===== config.mk =====
export PLATFORM = sky130hd
export DESIGN_NAME = branch_resolve
export DESIGN_NICKNAME = d
export VERILOG_FILES = /design/src/rtl/branch_resolve.sv
export SDC_FILE = /design/constraint.sdc
export NUM_CORES = 1
export LEC_CHECK = 0
export CAP_MARGIN = 20
export CORE_UTILIZATION = 55
export DETAILED_ROUTE_END_ITERATION = 12
export GPL_ROUTABILITY_DRIVEN = 0
export GPL_TIMING_DRIVEN = 0
export PLACE_DENSITY = 0.83
export SETUP_SLACK_MARGIN = 0.4
export SYNTH_ARGS = -nofsm -noshare
export SYNTH_HDL_FRONTEND = slang
export SYNTH_SLANG_ARGS = --single-unit

===== constraint.sdc =====
create_clock -name clk -period 5.4 [get_ports clk]
set_clock_uncertainty 0.15 [all_clocks]
set_input_delay 0.81 -clock clk [delete_from_list [all_inputs] [get_ports clk]]
set_output_delay 0.81 -clock clk [all_outputs]
set_load 0.01 [all_outputs]

===== src/rtl/branch_resolve.sv =====
// -----------------------------------------------------------------------------
// branch_resolve
//   Resolves a conditional branch from pre-computed comparator flags. The
//   condition decode and target add happen at the input. Each result is held
//   in a 2-entry in-order buffer and driven through a valid/ready handshake.
//
// Ports
//   clk, rst_n        clock, asynchronous active-low reset
//   in_valid/in_ready upstream handshake (in_ready = buffer not full)
//   funct3            branch condition code
//   eq, lt, ltu       comparator flags
//   pc, imm           branch address and sign-extended offset
//   flush             synchronous discard of all buffered entries
//   out_valid/out_ready downstream handshake
//   taken, next_pc, illegal  oldest buffered result
//   br_count, taken_count    saturating statistics (only with BRANCH_STATS_EN)
//
// Build option
//   BRANCH_STATS_EN   when defined, adds the two statistics counters and ports.
// -----------------------------------------------------------------------------
module branch_resolve #(
  parameter int XLEN = 64,
  parameter int CNTW = 32
) (
  input  logic            clk,
  input  logic            rst_n,
  input  logic            in_valid,
  output logic            in_ready,
  input  logic [2:0]      funct3,
  input  logic            eq,
  input  logic            lt,
  input  logic            ltu,
  input  logic [XLEN-1:0] pc,
  input  logic [XLEN-1:0] imm,
  input  logic            flush,
  output logic            out_valid,
  input  logic            out_ready,
  output logic            taken,
  output logic [XLEN-1:0] next_pc,
  output logic            illegal
`ifdef BRANCH_STATS_EN
  ,
  output logic [CNTW-1:0] br_count,
  output logic [CNTW-1:0] taken_count
`endif
);

  typedef enum logic [1:0] {EMPTY, ONE, FULL} state_t;

  typedef struct packed {
    logic            taken;
    logic            illegal;
    logic [XLEN-1:0] next_pc;
  } entry_t;

  function automatic logic cond_taken(input logic [2:0] f3, input logic e,
                                      input logic l, input logic lu);
    logic t;
    t = 1'b0;
    case (f3)
      3'b000:  t = e;
      3'b001:  t = !e;
      3'b100:  t = l;
      3'b101:  t = !l;
      3'b110:  t = lu;
      3'b111:  t = !lu;
      default: t = 1'b0;
    endcase
    return t;
  endfunction

  state_t state_q, state_d;
  entry_t entry_p0;
  entry_t head_p1, tail_p1;
  logic   push, pop;
  logic   load_head, load_tail, head_from_tail;

  assign in_ready  = (state_q != FULL);
  assign out_valid = (state_q != EMPTY);
  assign push      = in_valid && in_ready;
  assign pop       = out_valid && out_ready;

  // ---- stage p0: condition decode and target add at the input ----
  always_comb begin
    entry_p0.illegal = (funct3[2:1] == 2'b01);
    entry_p0.taken   = cond_taken(funct3, eq, lt, ltu);
    entry_p0.next_pc = entry_p0.taken ? (pc + imm)
                                      : (pc + {{(XLEN-3){1'b0}}, 3'd4});
  end

  // Occupancy FSM. Head is always the oldest entry; a pop from FULL shifts
  // the tail into the head slot.
  always_comb begin
    state_d        = state_q;
    load_head      = 1'b0;
    load_tail      = 1'b0;
    head_from_tail = 1'b0;
    if (flush) begin
      state_d = EMPTY;
    end else begin
      case (state_q)
        EMPTY: if (push) begin
          state_d   = ONE;
          load_head = 1'b1;
        end
        ONE: begin
          if (push && pop) begin
            load_head = 1'b1;
          end else if (push) begin
            state_d   = FULL;
            load_tail = 1'b1;
          end else if (pop) begin
            state_d = EMPTY;
          end
        end
        FULL: if (pop) begin
          state_d        = ONE;
          head_from_tail = 1'b1;
        end
        default: state_d = EMPTY;
      endcase
    end
  end

  always_ff @(posedge clk or negedge rst_n) begin
    if (!rst_n) state_q <= EMPTY;
    else        state_q <= state_d;
  end

  // ---- stage p1: two buffered entries ----
  // Data is reset as well because outputs must read zero during reset.
  always_ff @(posedge clk or negedge rst_n) begin
    if (!rst_n) begin
      head_p1 <= '0;
      tail_p1 <= '0;
    end else begin
      if (load_head)           head_p1 <= entry_p0;
      else if (head_from_tail) head_p1 <= tail_p1;
      if (load_tail)           tail_p1 <= entry_p0;
    end
  end

  assign taken   = head_p1.taken;
  assign illegal = head_p1.illegal;
  assign next_pc = head_p1.next_pc;

`ifdef BRANCH_STATS_EN
  function automatic logic [CNTW-1:0] sat_inc(input logic [CNTW-1:0] v);
    return (v == {CNTW{1'b1}}) ? v : v + {{(CNTW-1){1'b0}}, 1'b1};
  endfunction

  // A flush cancels the pop of that cycle, so nothing is counted then.
  always_ff @(posedge clk or negedge rst_n) begin
    if (!rst_n) begin
      br_count    <= '0;
      taken_count <= '0;
    end else if (pop && !flush) begin
      br_count <= sat_inc(br_count);
      if (head_p1.taken) taken_count <= sat_inc(taken_count);
    end
  end
`endif

endmodule


==> flow_summary.yaml, run 1 <==
outcome:
  status: "completed"
sta:
  period_share_pct: 86.8
  rsz0062_at_grt: "false"
  hold_violations: 0
  fmax_ghz: 0.213
  final-max-slew-violation-count: 0
  period_needed_ns: 4.69
  setup_viol: 0
  max_slew.worst_pin.slew_ns: 1.06
  finalSetupTns_ns: 0
  max_slew_margin_pct: 29.4
critical_path:
  cp.required_ns: 5.58
  timing_worst_setup_path_type: "primary input to flop"
  r2r-end: "next_pc[30]"
  end_kind: "flop"
  r2r-start: "state_q[0]"
  arrival_ns: 4.86
  startpoint_type: "primary input"
  r2r_cells: 7
  rrSetupSlack_ns: 2.10
  cp_max_fo: 4
yosys:
  synth_area_per_cell_um2: 7.80
  synth.net_count: 1638
  synthFlopType: "dfrtp_1"
  synth_top_area_share_pct: 30.0
  yosysTopAreaCell: "dfrtp_1"
  synth_cell_type_count: 66
  syn_inst: 1434
  synth.cell_area_um2: 11200
  ys_seq_elements: 134
  synth_edf_count: 0
  ys_warn_count: 0
  yosys-top-cells-area: "dfrtp_1, ha_1, o21ai_0"
  async_flop_share_pct: 100
  seq_area_frac_synth_pct: 30.0
place:
  dpl.cell_count: 1906
  io_buffers: 205
  place_area_um2: 13600
  hpwl_um: 29900
clock_network:
  cts_root_buf: "clkbuf_16"
  htreeDepth: 4
  clkTransAtPathRegs_ns: 0.06
  cts_tree: "built"
  cts_made_buffers: 17
  clock_path_buffers: 2
  cts_setup_buffers: 0
  cts_resized: 0
  clock_sinks: 134
  clk_latency_ns: 0.41
  postCtsHoldBufs: 0
global_routing:
  grt_pass1_vias: 11541
  grt_pass1_wl_um: 60100
  overflow: 0
  grt_use_total_pct: 37.7
  grt_max_degree: 83
  grt_antenna_before_repair: 0
worst_hold_path:
  hold_class: "primary input to asynchronous set/reset pin"
final_layout:
  finalNonFillerCells: 1938
  n_fill_cell: 1567
  drive_above_1_share_pct: 4.30
  antenna_cells: 0
  finish.net_count: 1864
  fin_area_um2: 14200
  final_core_util_pct: 72.1
  syn2layout_area_growth_pct: 27.1
routing:
  avgRoutedWirePerCell_um: 20.0
  dr.pass1.iters: 6
  routed_wl_um: 38700
  ant_nets: 0
  dr_total_vias: 12563
  routed_via_density: 6.48
  drt_iter0_markers: 1380
  post-route-drc-count: 0
power:
  leakagePower_nw: 5.85
  finalPower_mw: 4.21
  ir_worst_vdd_mv: 0.313
  power_density_nw_per_um2: 296
floorplan:
  row_count: 51
  core_um2: 19700
  die_y_um: 145
  start_util_pct: 56.8
  io_pins: 207
  die-width_um: 145
  fp.dieArea_um2: 20900
job:
  maxCapViolCount: 0
-- synthesized netlist by cell type, types with 12 or more instances --
cell type and number:
xor2_1 54, o21bai_1 16, nand3_1 44, dfrtp_1 134, nand4_1 36, nor3_1 23, nor2_1 109, a31oi_1 14
a22oi_1 30, nor2b_1 31, and3_1 13, a21oi_1 133, o21ai_0 153, or3_1 13, mux2i_1 14, o211ai_1 12
a21o_1 41, nand2_1 196, xnor2_1 54, inv_1 19, a211oi_1 36, ha_1 64, clkbuf_1 70
-- critical path, stage by stage --
cell and delay (ns):
clkdlybuf4s50_1 0.43, ha_1 0.25, fa_1 0.43, a211oi_1 0.43
o211ai_1 0.25, a21oi_1 0.30, o21ai_1 0.22, a2111oi_0 0.71
o21ai_1 0.33, a31oi_1 0.26, xnor2_1 0.19, nand2_1 0.09
a31oi_1 0.17
-- how the worst max path moves through the flow --
stage	from	endpoint	slack [ns]	cells past startpoint
detailed placement	pc[0]	tail_p1[62]	0.49	13
floorplan	pc[0]	tail_p1[62]	1.76	12
CTS	pc[0]	tail_p1[62]	0.89	13
finish	pc[0]	tail_p1[62]	0.71	13
global placement	rst_n	next_pc[37]	-1.64	1
global route	pc[0]	tail_p1[62]	0.59	13
-- metrics by stage --
step           hold slack, ns  worst slack, ns
4_1_cts                 0.200            0.888
3_3_place_gp            0.311            -1.64
2_1_floorplan           0.296             1.76
5_1_grt                 0.224            0.589
6_report                0.183            0.714
3_5_place_dp            0.317            0.491
-- registers in the layout, indices dropped and copies added, names as in the netlist --
name and cells:
next_pc 64, illegal 1, state_q 2, tail_p1 66, taken 1
-- cells by family (layout without fill, tap and decap cells) --
kind of cell | after synthesis | in the layout | synth area share (%)
adders and majority gates | 65 | 65 | 7.33
DFF | 134 | 134 | 30.0
buffers and inverters | 102 | 341 | 3.61
AOI/OAI and AO/OA | 497 | 497 | 27.2
and+or+nand+nor | 508 | 508 | 21.6
muxes | 20 | 20 | 1.86
xor gates and xnor gates | 108 | 108 | 8.45
-- power by group --
group	total (mW)	internal, mW	switching [mW]
registers	1.46	1.27	0.184
clock network	1.19	0.744	0.450
logic	1.55	0.699	0.853
-- area by class of cell --
type / instances / area [um^2] / area share, %
Multi-Input combinational cell: 1198 / 7430 / 52.3
Sequential cell: 134 / 3350 / 23.6
Timing Repair Buffer: 207 / 2090 / 14.7
Clock buffer: 19 / 443 / 3.11
Buffer: 83 / 333 / 2.34
Tap cell: 265 / 332 / 2.33
Clock inverter: 13 / 169 / 1.19
Inverter: 19 / 71.3 / 0.501
-- per-layer routing --
| metal | part of all wire [%] | vias up | global-route usage (%) | routed length, um |
|---|---|---|---|---|
| met5 | 0 | - | 0 | 0 |
| met4 | 4.3 | 0 | 16.6 | 1670 |
| met3 | 12 | 131 | 8.13 | 4550 |
| met2 | 45 | 872 | 59.4 | 17300 |
| met1 | 39 | 5902 | 49.6 | 15200 |
| li1 | - | 5658 | - | - |
-- placed cells by master, fill, tap and decap left out, types with 19 or more instances in the layout --
cell type,netlist,routed
dfrtp_1,134,134
a22oi_1,30,30
nor2b_1,31,31
nand3_1,44,44
a211oi_1,36,36
o21ai_0,153,153
nor2_1,109,109
xnor2_1,54,54
a21oi_1,133,133
clkdlybuf4s50_1,0,204
xor2_1,54,54
nor3_1,23,23
inv_1,19,19
a21o_1,41,41
nand2_1,196,196
clkbuf_1,70,71
ha_1,64,64
nand4_1,36,36
Power figures use the tool's default switching activity.
==> inputs of run 2 (changes only) <==
--- a/config.mk
+++ b/config.mk
@@ -10,6 +10,7 @@
 export DETAILED_ROUTE_END_ITERATION = 12
 export GPL_ROUTABILITY_DRIVEN = 0
 export GPL_TIMING_DRIVEN = 0
+export HOLD_SLACK_MARGIN = 0.06
 export PLACE_DENSITY = 0.83
 export SETUP_SLACK_MARGIN = 0.4
 export SYNTH_ARGS = -nofsm -noshare
==> results of run 2 <==
The final DEF is identical to that of run 1; final timing and power are the same.
==> inputs of run 3 (changes only) <==
--- a/config.mk
+++ b/config.mk
@@ -6,12 +6,14 @@
 export NUM_CORES = 1
 export LEC_CHECK = 0
 export CAP_MARGIN = 20
-export CORE_UTILIZATION = 55
+export CELL_PAD_IN_SITES_DETAIL_PLACEMENT = 0
+export CELL_PAD_IN_SITES_GLOBAL_PLACEMENT = 1
+export CORE_UTILIZATION = 30
 export DETAILED_ROUTE_END_ITERATION = 12
 export GPL_ROUTABILITY_DRIVEN = 0
 export GPL_TIMING_DRIVEN = 0
 export HOLD_SLACK_MARGIN = 0.06
-export PLACE_DENSITY = 0.83
+export PLACE_DENSITY_LB_ADDON = 0.1
 export SETUP_SLACK_MARGIN = 0.4
 export SYNTH_ARGS = -nofsm -noshare
 export SYNTH_HDL_FRONTEND = slang
==> run 3 against run 2 <==
Against the previous run:
- register-to-register slack lost 0.08 ns
- hold slack gained 0.0096 ns
- sequential cell count is the same
- maximum frequency shrank 0.59%
- first-iteration DRC count shrank 29%
- clock-buffer cell count shrank 1
- routed wire length grew 18%
- total power grew 1.5%
- global-route usage shrank 14 points
- sequential power is essentially flat
- cell count grew 11%
- critical path type unchanged
==> flow_summary.yaml, run 3 (same netlist as run 1, synthesis figures left out) <==
routing:
  drt_iter0_markers: 983
  avgRoutedWirePerCell_um: 21.4
  dr.pass1.iters: 6
  routed_via_density: 5.43
  post-route-drc-count: 0
  routed_wl_um: 45900
  dr_total_vias: 11632
  ant_nets: 0
global_routing:
  met1_usage_pct: 35.3
  grt_max_degree: 74
  overflow: 0
  met3_usage_pct: 2.44
  grt_pass1_wl_um: 69100
  grt-busiest-layer: "met2"
  grt_antenna_before_repair: 0
  grtUsageMet2_pct: 38.1
  grt_pass1_vias: 11071
  grt_use_total_pct: 24.0
final_layout:
  finalNonFillerCells: 2142
  n_fill_cell: 3872
  largest_register_ffs: 66
  drive_above_1_share_pct: 4.36
  multiInputGateArea_um2: 7440
  regArea_um2: 3350
  syn2layout_area_growth_pct: 29.6
  layout_common_cells: "clkdlybuf4s50_1, nand2_1, o21ai_0, dfrtp_1, a21oi_1"
  finish.net_count: 1864
  regMostFlops: "tail_p1"
  final_common_cell: "clkdlybuf4s50_1"
  fin_area_um2: 14500
  final_core_util_pct: 39.5
place:
  hpwl_um: 37200
  dpl.cell_count: 2108
  place_area_um2: 13900
  io_buffers: 205
  dp_slack_ns: -0.0786
critical_path:
  arrival_ns: 4.84
  r2r-start: "state_q[0]"
  path_cells: "clkdlybuf4s50_1, ha_1, fa_1, a211oi_1, o211ai_1, a21oi_1, o21ai_1, a21boi_1, o21ai_1, a21boi_1, xnor2_1, o21ai_0, o21ai_0"
  r2r_cells: 7
  startpoint_type: "primary input"
  rrSetupSlack_ns: 2.02
  r2r-end: "next_pc[37]"
  cp_slowest_cell: "o21ai_0"
  slowest_delay_ns: 0.62
  cp_max_fo: 4
  cp.required_ns: 5.52
  timing_worst_setup_path_type: "primary input to flop"
  end_kind: "flop"
sta:
  max_slew_margin_pct: 28.1
  worst_slack_ns: 0.686
  period_needed_ns: 4.71
  finalSetupTns_ns: 0
  final-max-slew-violation-count: 0
  hold_violations: 0
  setup_viol: 0
  rsz0062_at_grt: "false"
  period_share_pct: 87.3
  max_slew.worst_pin.slew_ns: 1.08
  whs_ns: 0.193
  fmax_ghz: 0.212
floorplan:
  io_pins: 207
  die-width_um: 195
  row_count: 70
  core_um2: 36700
  die_y_um: 195
  start_util_pct: 30.5
  fp.dieArea_um2: 38100
job:
  maxCapViolCount: 0
power:
  leakagePower_nw: 5.86
  ir_worst_vdd_mv: 0.208
  finalPower_mw: 4.27
  power_density_nw_per_um2: 294
clock_network:
  cts_tree: "built"
  postCtsHoldBufs: 0
  clock_path_buffers: 2
  clk_latency_ns: 0.42
  cts_made_buffers: 17
  clock_sinks: 134
  cts_root_buf: "clkbuf_16"
  htreeDepth: 4
  clkTransAtPathRegs_ns: 0.06
outcome:
  status: "completed"
worst_hold_path:
  hold_class: "primary input to asynchronous set/reset pin"
run 3: cell types whose count changed in the layout (fill, tap and decap cells not counted), sizes merged:
cell    before  now
bufinv       3    4
diode        0    1
inv         24   22
buf         16   15
clkinv       1    3
run 3: critical path: cells and delay by family:
family	cells	cell delay, ns
xor gates and xnor gates	1	0.09
adders and majority gates	2	0.68
buffers and inverters	1	0.43
AOI/OAI and AO/OA	9	2.83
run 3: worst max path at each step:
stage | start | endpoint | slack [ns] | cells after the start
after floorplan | pc[0] | tail_p1[62] | 1.76 | 12
after global placement | rst_n | next_pc[47] | -2.12 | 1
after detailed placement | pc[0] | tail_p1[54] | -0.08 | 12
after CTS | pc[0] | tail_p1[54] | 0.57 | 12
after global routing | pc[0] | tail_p1[38] | 0.54 | 13
final | pc[0] | tail_p1[38] | 0.69 | 13
run 3: area by class of cell:
cell class                 instances  share of cell area [%]
antenna                            1                  0.0173
timing repair buffer             207                    14.4
sequential                       134                    23.1
tap                              468                    4.04
buffer                            83                    2.29
clock inverter                    14                    1.37
multi-input combinational       1198                    51.3
clock buffer                      18                    2.96
inverter                          19                   0.492
run 3: repair_timing:
action                                  CTS  global route
pin swaps                                 0             0
endpoints found under the setup margin    3             4
gates resized for setup                   1             1
buffers inserted                          0             0
run 3: where the power goes:
part           switching (mW)  internal [mW]
registers               0.182           1.27
clock network           0.466          0.777
logic                   0.869          0.699
total                    1.52           2.75
run 3: layer usage:
metal / up-vias / share of wire, %
met5: - / 0
met4: 0 / 0.81
met3: 27 / 4.5
met2: 319 / 46
met1: 5622 / 49
li1: 5664 / -
